<file path="src/rtl/calc_req_driver.sv">
// ---------------------------------------------------------------------------
// calc_req_driver
//
// Drives one calc1 request port. It accepts one request at a time from a
// sequencer and sends the two-cycle command/operand sequence to the DUT. It
// then waits a bounded number of cycles for the DUT response. Finally it
// publishes a checker bundle with the observed response and the expected one,
// which is computed from the latched operands.
//
// Timeline:
//   start sampled -> SEND1 -> SEND2 -> WAIT (1..TIMEOUT+1 cycles) -> DONE -> IDLE
//   Start-to-done latency is 3 + response delay, where a response in the first
//   WAIT cycle has a delay of 1.
//
// Ports
//   c_clk          sole clock, rising edge
//   reset          synchronous, active-high
//   start          one-cycle request strobe, honoured only in IDLE
//   cmd/op1/op2    calc1 command and operands, latched at start
//   test_num       test identifier, latched at start
//   req_cmd_out    command presented to the DUT port
//   req_data_out   operand data presented to the DUT port
//   dut_resp       DUT response code (0 none, 1 success, 2 error)
//   dut_data       DUT response data
//   busy           high whenever the driver is not idle
//   done           one-cycle pulse; the checker bundle is valid
//   resp_port, got_resp, got_data, exp_resp, exp_data, done_test_num
//                  checker bundle, held from done until the next completion
//   timeout        set with done when no response arrived in time
//   spurious       one-cycle pulse for a response seen outside WAIT
// ---------------------------------------------------------------------------
module calc_req_driver #(
    parameter int PORT_ID = 1,
    parameter int TIMEOUT = 64
) (
    input  logic        c_clk,
    input  logic        reset,
    input  logic        start,
    input  logic [3:0]  cmd,
    input  logic [31:0] op1,
    input  logic [31:0] op2,
    input  logic [31:0] test_num,
    output logic [3:0]  req_cmd_out,
    output logic [31:0] req_data_out,
    input  logic [1:0]  dut_resp,
    input  logic [31:0] dut_data,
    output logic        busy,
    output logic        done,
    output logic [2:0]  resp_port,
    output logic [1:0]  got_resp,
    output logic [31:0] got_data,
    output logic [1:0]  exp_resp,
    output logic [31:0] exp_data,
    output logic [31:0] done_test_num,
    output logic        timeout,
    output logic        spurious
);

    typedef enum logic [2:0] {
        S_IDLE,
        S_SEND1,
        S_SEND2,
        S_WAIT,
        S_DONE
    } state_t;

    localparam logic [3:0] CMD_ADD = 4'd1;
    localparam logic [3:0] CMD_SUB = 4'd2;
    localparam logic [3:0] CMD_SHL = 4'd5;
    localparam logic [3:0] CMD_SHR = 4'd6;

    localparam logic [1:0] RESP_OK  = 2'd1;
    localparam logic [1:0] RESP_ERR = 2'd2;

    // The counter must be able to hold TIMEOUT itself.
    localparam int CW = (TIMEOUT < 1) ? 1 : $clog2(TIMEOUT + 1);

    state_t         state, state_d;
    logic [CW-1:0]  cnt, cnt_d;

    logic [3:0]     cmd_q;
    logic [31:0]    op1_q, op2_q, tn_q;
    logic           latch;

    logic [3:0]     req_cmd_d;
    logic [31:0]    req_data_d;
    logic           finish;
    logic [1:0]     fin_resp;
    logic [31:0]    fin_data;
    logic           fin_timeout;

    logic [1:0]     model_resp;
    logic [31:0]    model_data;
    logic [32:0]    sum33;

    // -----------------------------------------------------------------------
    // Expected-result model computed from the latched request.
    // -----------------------------------------------------------------------
    always_comb begin
        // NOTE: every always_comb output gets a default first so that no path
        // leaves it unassigned, which would infer a latch.
        model_resp = RESP_ERR;
        model_data = '0;
        sum33      = {1'b0, op1_q} + {1'b0, op2_q};
        unique case (cmd_q)
            CMD_ADD: begin
                // A carry out of bit 31 is an overflow, never a wrapped success.
                if (!sum33[32]) begin
                    model_resp = RESP_OK;
                    model_data = sum33[31:0];
                end
            end
            CMD_SUB: begin
                if (op2_q <= op1_q) begin
                    model_resp = RESP_OK;
                    model_data = op1_q - op2_q;
                end
            end
            // Shift amount is the low five bits only; upper bits are ignored.
            CMD_SHL: begin
                model_resp = RESP_OK;
                model_data = op1_q << op2_q[4:0];
            end
            CMD_SHR: begin
                model_resp = RESP_OK;
                model_data = op1_q >> op2_q[4:0];
            end
            default: ;
        endcase
    end

    // -----------------------------------------------------------------------
    // Next-state and next-output logic. The outputs are registered together
    // with the state, so each output value is visible in the state it belongs to.
    // -----------------------------------------------------------------------
    always_comb begin
        state_d     = state;
        cnt_d       = cnt;
        req_cmd_d   = '0;
        req_data_d  = '0;
        latch       = 1'b0;
        finish      = 1'b0;
        fin_resp    = '0;
        fin_data    = '0;
        fin_timeout = 1'b0;

        unique case (state)
            S_IDLE: begin
                if (start) begin
                    state_d    = S_SEND1;
                    latch      = 1'b1;
                    req_cmd_d  = cmd;
                    req_data_d = op1;
                end
            end
            S_SEND1: begin
                state_d    = S_SEND2;
                req_data_d = op2_q;
            end
            S_SEND2: begin
                state_d = S_WAIT;
                cnt_d   = '0;
            end
            S_WAIT: begin
                // A response in the final counted cycle still wins over timeout.
                if (dut_resp != 2'd0) begin
                    state_d  = S_DONE;
                    finish   = 1'b1;
                    fin_resp = dut_resp;
                    fin_data = dut_data;
                end else if (cnt == CW'(TIMEOUT)) begin
                    state_d     = S_DONE;
                    finish      = 1'b1;
                    fin_timeout = 1'b1;
                end else begin
                    cnt_d = cnt + CW'(1);
                end
            end
            S_DONE: begin
                state_d = S_IDLE;
            end
            default: state_d = S_IDLE;
        endcase
    end

    // -----------------------------------------------------------------------
    // State and output registers.
    // -----------------------------------------------------------------------
    always_ff @(posedge c_clk) begin
        // NOTE: sequential state uses non-blocking assignments only, so every
        // register samples pre-edge values regardless of statement order.
        if (reset) begin
            state         <= S_IDLE;
            cnt           <= '0;
            req_cmd_out   <= '0;
            req_data_out  <= '0;
            busy          <= 1'b0;
            done          <= 1'b0;
            spurious      <= 1'b0;
            timeout       <= 1'b0;
            resp_port     <= '0;
            got_resp      <= '0;
            got_data      <= '0;
            exp_resp      <= '0;
            exp_data      <= '0;
            done_test_num <= '0;
        end else begin
            state        <= state_d;
            cnt          <= cnt_d;
            req_cmd_out  <= req_cmd_d;
            req_data_out <= req_data_d;
            busy         <= (state_d != S_IDLE);
            done         <= finish;
            // Responses outside WAIT are flagged and dropped.
            spurious     <= (dut_resp != 2'd0) && (state != S_WAIT);
            if (finish) begin
                timeout       <= fin_timeout;
                resp_port     <= 3'(PORT_ID);
                got_resp      <= fin_resp;
                got_data      <= fin_data;
                exp_resp      <= model_resp;
                exp_data      <= model_data;
                done_test_num <= tn_q;
            end
        end
    end

    // NOTE: the request latch is plain datapath storage without reset; it is
    // only read after a start has loaded it.
    always_ff @(posedge c_clk) begin
        if (latch && !reset) begin
            cmd_q <= cmd;
            op1_q <= op1;
            op2_q <= op2;
            tn_q  <= test_num;
        end
    end

endmodule

</file>
<file path="config.mk">
export PLATFORM = sky130hd
export DESIGN_NAME = calc_req_driver
export DESIGN_NICKNAME = d
export VERILOG_FILES = /design/src/rtl/calc_req_driver.sv
export SDC_FILE = /design/constraint.sdc
export NUM_CORES = 1
export LEC_CHECK = 0
export ABC_AREA = 1
export CAP_MARGIN = 0
export CORE_MARGIN = 2
export CORE_UTILIZATION = 55
export CTS_CLUSTER_DIAMETER = 40
export DETAILED_ROUTE_END_ITERATION = 10
export GPL_TIMING_DRIVEN = 0
export PLACE_DENSITY = 0.83
export SYNTH_ARGS = -nofsm -noshare
export SYNTH_HDL_FRONTEND = slang
export SYNTH_SLANG_ARGS = --single-unit
</file>
<file path="constraint.sdc">
create_clock -name c_clk -period 12.85 [get_ports c_clk]
set_clock_uncertainty 0.05 [all_clocks]
set_input_delay 3.2125 -clock c_clk [delete_from_list [all_inputs] [get_ports c_clk]]
set_output_delay 3.2125 -clock c_clk [all_outputs]
set_load 0.01 [all_outputs]
</file>
==> results of run 1 <==
metrics by stage:
stage,instances,util [%]
floorplan,2656,-
global placement,3329,66.4
detailed placement,3331,66.6
CTS,3387,70.0
global route,3387,70.0
finish,3387,70.0
metal layers:
layer / share of wire, % / wire [um]
met3: 11 / 7890
met5: 0 / 0
met1: 35 / 26300
met4: 9.2 / 6850
met2: 45 / 33400
cells in the final DEF (no fill, tap or decap), types with 30 or more instances in the layout:
master and count:
o21ai_0 91, nand3_1 255, nand2_1 909, edfxtp_1 100
clkbuf_16 31, clkdlybuf4s50_1 277, o211ai_1 30, inv_1 304
ha_1 67, nor2_1 285, dfxtp_1 151, a21oi_1 166
clkbuf_1 74
worst max-delay path: cells and delay by family:
family / cells / cell delay, ns
buffers and inverters: 4 / 1.43
AND/OR/NAND/NOR: 1 / 0.92
logic make-up (layout without fill, tap and decap cells):
family | after synthesis | after routing | synth area share, %
simple gates | 1552 | 1552 | 37.7
buf+inv | 441 | 776 | 10.2
compound gates | 309 | 309 | 9.88
flops | 251 | 251 | 35.4
fa+ha+maj | 69 | 69 | 5.15
xor+xnor | 24 | 24 | 1.23
mux | 8 | 8 | 0.470
other cells | 1 | 2 | 0.0220
registers in the layout, summed over array words and instances, names as in the netlist:
| signal | flops |
|---|---|
| got_resp | 2 |
| exp_resp | 2 |
| tn_q | 32 |
| busy | 1 |
| req_data_out | 32 |
| req_cmd_out | 4 |
| cnt | 7 |
| state | 3 |
| done_test_num | 32 |
| got_data | 32 |
| resp_port | 1 |
| op1_q | 32 |
| op2_q | 32 |
| done | 1 |
| exp_data | 32 |
| spurious | 1 |
| timeout | 1 |
| cmd_q | 4 |
power by group:
group / switching [W] / internal, W / total (W)
clock network: 0.000354 / 0.000538 / 0.000892
logic: 0.000365 / 0.000187 / 0.000553
registers: 0.0000322 / 0.000869 / 0.000901
total: 0.000752 / 0.00159 / 0.00235
cell type report:
type | count | area, um2
timing repair buffer | 279 | 2810
clock buffer | 40 | 830
buffer | 126 | 562
tap | 396 | 495
multi-input combinational | 1964 | 9290
fill | 2467 | 9170
inverter | 315 | 1180
sequential | 251 | 6030
clock inverter | 16 | 218
how the worst max path moves through the flow:
stage,endpoint,slack (ns),cells after the start
finish,op2_q[2]$_DFFE_PP_,7.41,5
global route,op2_q[2]$_DFFE_PP_,7.32,5
CTS,op2_q[2]$_DFFE_PP_,7.47,5
detailed placement,op2_q[2]$_DFFE_PP_,6.90,5
global placement,req_cmd_out[1]$_SDFF_PN0_,1.70,5
floorplan,req_cmd_out[0]$_SDFF_PN0_,4.41,4
==> flow_summary.json, run 1 <==
{
  "status": "finished clean",
  "track_usage_pct": 44.8,
  "pre_cts_slack_ns": 6.90,
  "critical_path.max_stage_delay_ns": 0.92,
  "met1_usage_pct": 50.6,
  "setup_viol": 0,
  "synth_cell_types": 44,
  "core_area_um2": 30600,
  "grt_max_degree": 36,
  "crit_top_cell": "buf_12",
  "area_delta_synth_final_pct": 25.6,
  "antennaDiodeCount": 0,
  "yosysMostFrequentCell": "nand2_1",
  "finalInstanceArea_um2": 21400,
  "slew_viol_final": 0,
  "tightest_slew_ns": 1.24,
  "layout_min_cycle_time_ns": 5.44,
  "fin_crit_sh_pct": 42.3,
  "clock.fmax_mhz": 184,
  "critPathMaxFanout": 35,
  "nets": 3173,
  "core.rowCount": 64,
  "holdPathEnd": "got_data[5]$_SDFFE_PP0P_",
  "h-tree-depth": 1,
  "whs_path_depth": 2,
  "grt_pass1_vias": 19493,
  "r2r-start": "op2_q[2]$_DFFE_PP_",
  "synth_largest_area_cell": "nand2_1",
  "hold_violations": 0,
  "endpoint_kind": "register",
  "busiest_layer": "met2",
  "vias_per_cell": 5.87,
  "reg2reg_to": "exp_data[26]$_SDFFE_PP0P_",
  "cts.sinks": 251,
  "cts_hold_buf": 0,
  "synthFlopType": "dfxtp_1",
  "hold_class": "register to register",
  "rr_worst_depth": 20,
  "ios": 280,
  "post_cts_resized": 0,
  "worstHoldStart": "got_data[5]$_SDFFE_PP0P_",
  "die_w_um": 180,
  "whs_ns": 0.412,
  "drt_iter0_drc": 2280,
  "firstDrtPassIters": 8,
  "synth_common_cells": "nand2_1 (909), inv_1 (304), nor2_1 (286)",
  "use_met3_pct": 11.8,
  "grt_pass1_wl_um": 112000,
  "r2r_slack_ns": 8.60,
  "critical_path_arrival_ns": 5.63,
  "grtUsageMet2_pct": 72.1,
  "dieArea_um2": 32400,
  "antenna_left": 0,
  "routabilityCongestion": 1.12,
  "io_buffers": 277,
  "slew_headroom_pct": 16.7,
  "cts_tree": "done",
  "dp_hpwl_um": 56000,
  "synth-seq-cells": 251,
  "cts.path.max_buffers": 3,
  "crit_chain": "clkdlybuf4s50_1, clkbuf_1, nor2_4, buf_12, buf_12",
  "cts-buffers-inserted": 30,
  "cap_violations": 0,
  "wl_per_cell_um": 22.0,
  "timing.final.ws_setup_ns": 7.41,
  "path_class": "input pin to register",
  "cts-root-buf": "clkbuf_16",
  "antenna_found_initial": 1,
  "postCtsSetupRepairBufs": 0,
  "clkTransAtPathRegs_ns": 0.06,
  "syn_area_um2": 17000,
  "startpoint": "reset",
  "start_kind": "input pin",
  "seq_area_frac_synth_pct": 35.4,
  "syn_avg_cell_area_um2": 6.42,
  "power_w": 0.00235,
  "power_density_nw_per_um2": 110,
  "p_leak_nw": 9.67,
  "synthCells": 2655,
  "drc": 0,
  "peakVddDrop_v": 0.000115,
  "wirelength_um": 74500,
  "clock_latency_ns": 0.57,
  "rsz0062_at_grt": "false",
  "ys_warn_count": 0,
  "finalSetupTns_ns": 0,
  "start_util_pct": 55.7,
  "die_height_um": 180,
  "critPathSlowestCell": "nor2_4",
  "placed_area_um2": 20400,
  "grt_overflow": 0,
  "required_ns": 13.04,
  "vias": 19881,
  "drive_gt1_share_pct": 4.35,
  "synth_edf_count": 100,
  "synthTopCellsByArea": "nand2_1 (20%), dfxtp_1 (18%), edfxtp_1 (18%)",
  "async_flop_share_pct": 0,
  "yosysTopAreaCellShare_pct": 20.0
}
No activity file was read; power rests on OpenSTA's default activity.
==> inputs of run 2 (changes only) <==
--- a/config.mk
+++ b/config.mk
@@ -8,11 +8,11 @@
 export ABC_AREA = 1
 export CAP_MARGIN = 0
 export CORE_MARGIN = 2
-export CORE_UTILIZATION = 55
+export CORE_UTILIZATION = 50
 export CTS_CLUSTER_DIAMETER = 40
 export DETAILED_ROUTE_END_ITERATION = 10
 export GPL_TIMING_DRIVEN = 0
-export PLACE_DENSITY = 0.83
+export PLACE_DENSITY = 0.8
 export SYNTH_ARGS = -nofsm -noshare
 export SYNTH_HDL_FRONTEND = slang
 export SYNTH_SLANG_ARGS = --single-unit
==> constraint.sdc (replaced) <==
create_clock -name c_clk -period 4.42 [get_ports c_clk]
set_clock_uncertainty 0.05 [all_clocks]
set_input_delay 1.105 -clock c_clk [delete_from_list [all_inputs] [get_ports c_clk]]
set_output_delay 1.105 -clock c_clk [all_outputs]
set_load 0.01 [all_outputs]
==> run 2 against run 1 <==
  * Critical path depth up 15
  * Hold slack better by 0.0025 ns
  * Cell area about the same
  * Clock-buffer cell count down 3
  * First-iteration DRC count down 8.5%
  * Combinational power rose to 2.9 times the previous value
  * Die area up 9.8%
  * Highest routed layer unchanged
==> flow_summary.json, run 2 (synthesis gave the netlist of run 1 again) <==
{
  "status": "finished clean",
  "final_cell_mix": "nand2_1 (909), inv_1 (304), nor2_1 (285)",
  "path_delay_family": "simple AND/OR/NAND/NOR gates",
  "firstDrtPassIters": 8,
  "p_leak_nw": 9.64,
  "io_buffers": 277,
  "hold_violations": 0,
  "antenna_found_initial": 0,
  "grt_max_degree": 37,
  "start_kind": "register",
  "core_area_um2": 33500,
  "critical_path.max_stage_delay_ns": 0.53,
  "r2r_slack_ns": 0.22,
  "use_met3_pct": 6.98,
  "track_usage_pct": 41.8,
  "whs_ns": 0.415,
  "antenna_left": 0,
  "wirelength_um": 76000,
  "clkTransAtPathRegs_ns": 0.06,
  "cts_tree": "done",
  "endpoint_kind": "register",
  "grtUsageMet2_pct": 70.3,
  "dieArea_um2": 35600,
  "drt_iter0_drc": 2086,
  "wl_per_cell_um": 22.1,
  "ios": 280,
  "cts.sinks": 251,
  "grt_pass1_wl_um": 112000,
  "critPathMaxFanout": 10,
  "start_util_pct": 50.8,
  "critPathSlowestCell": "clkbuf_1",
  "vias": 19534,
  "area_delta_synth_final_pct": 25.6,
  "nets": 3171,
  "power_density_nw_per_um2": 311,
  "cts-root-buf": "clkbuf_16",
  "vias_per_cell": 5.69,
  "peakVddDrop_v": 0.000343,
  "path_buf_inv": 5,
  "grt_overflow": 0,
  "required_ns": 4.82,
  "dp_hpwl_um": 59400,
  "placed_area_um2": 20400,
  "busiest_layer": "met2",
  "drc": 0,
  "rsz0062_at_grt": "false",
  "clock_latency_ns": 0.58,
  "met1_usage_pct": 48.4,
  "die_height_um": 189,
  "finalInstanceArea_um2": 21400,
  "fin_crit_sh_pct": 95.1,
  "hold_class": "register to register",
  "slew_viol_final": 0,
  "cts-buffers-inserted": 28,
  "tightest_slew_ns": 1.22,
  "crit_top_cell": "nand2_1",
  "crit_chain": "inv_1, clkbuf_1, clkbuf_1, ha_1, buf_2, nor2_1, nand2_1, nand3_1, nand2_1, nand2_1, nand2_1, nand2_2, nand2_1, nand2_1, nor2_2, buf_4, nand2_1, nand3_1, nand2_1, a21oi_1",
  "routabilityCongestion": 1.09,
  "post_cts_resized": 0,
  "antennaDiodeCount": 0,
  "final_common_cell": "nand2_1",
  "core.rowCount": 67,
  "path_class": "register to register",
  "cts.path.max_buffers": 3,
  "cts_hold_buf": 0,
  "postCtsSetupRepairBufs": 0,
  "cap_violations": 0,
  "drive_gt1_share_pct": 4.22,
  "layout_min_cycle_time_ns": 4.20,
  "h-tree-depth": 1,
  "critical_path_arrival_ns": 4.60,
  "setup_viol": 0,
  "grt_pass1_vias": 19056,
  "slew_headroom_pct": 18.2,
  "die_w_um": 189,
  "clock.fmax_mhz": 238
}
[run 2: worst paths after layout]
kind | startpoint | to | cells after the start
worst min-delay path | exp_resp[0]$_SDFFE_PP0P_ | exp_resp[0]$_SDFFE_PP0P_ | 2
worst max-delay path | op2_q[2]$_DFFE_PP_ | exp_data[6]$_SDFFE_PP0P_ | 20
worst min register to register | exp_resp[0]$_SDFFE_PP0P_ | exp_resp[0]$_SDFFE_PP0P_ | 2
worst max register to register | op2_q[2]$_DFFE_PP_ | exp_data[6]$_SDFFE_PP0P_ | 20
[run 2: layout make-up]
type	count	area (um2)
clock buffer	37	774
multi-input combinational	1964	9290
fill	2986	12100
tap	448	561
clock inverter	14	191
inverter	315	1180
sequential	251	6030
timing repair buffer	279	2810
buffer	126	562
[run 2: per-stage QoR]
stage	TNS (ns)	worst slack (ns)	utilization (%)	total power [W]	std cells
5_1_grt	0	0.0850	63.8	0.00689	3434
6_report	0	0.217	63.8	0.00666	3434
3_3_place_gp	-20.27	-0.329	60.8	0.00417	3381
4_1_cts	0	0.397	63.8	0.00662	3434
2_1_floorplan	0	1.07	-	0.00354	2656
3_5_place_dp	0	0.400	60.9	0.00421	3383
[run 2: report_power, final]
group / switching (W) / internal (W)
logic: 0.00106 / 0.000546
clock network: 0.000971 / 0.00147
registers: 0.0000904 / 0.00253
[run 2: worst register-to-register path, stage by stage (launching register included)]
cell	delay (ns)
edfxtp_1	0.48
inv_1	0.11
clkbuf_1	0.51
clkbuf_1	0.54
ha_1	0.35
buf_2	0.18
nor2_1	0.18
nand2_1	0.09
nand3_1	0.16
nand2_1	0.07
nand2_1	0.14
nand2_1	0.08
nand2_2	0.14
nand2_1	0.09
nand2_1	0.08
nor2_2	0.06
buf_4	0.21
nand2_1	0.10
nand3_1	0.25
nand2_1	0.14
a21oi_1	0.06
[run 2: routing by layer]
layer | share of wire [%] | wire length (um)
met5 | 0 | 0
met4 | 8.3 | 6300
met3 | 8.7 | 6620
met2 | 47 | 35600
met1 | 36 | 27500
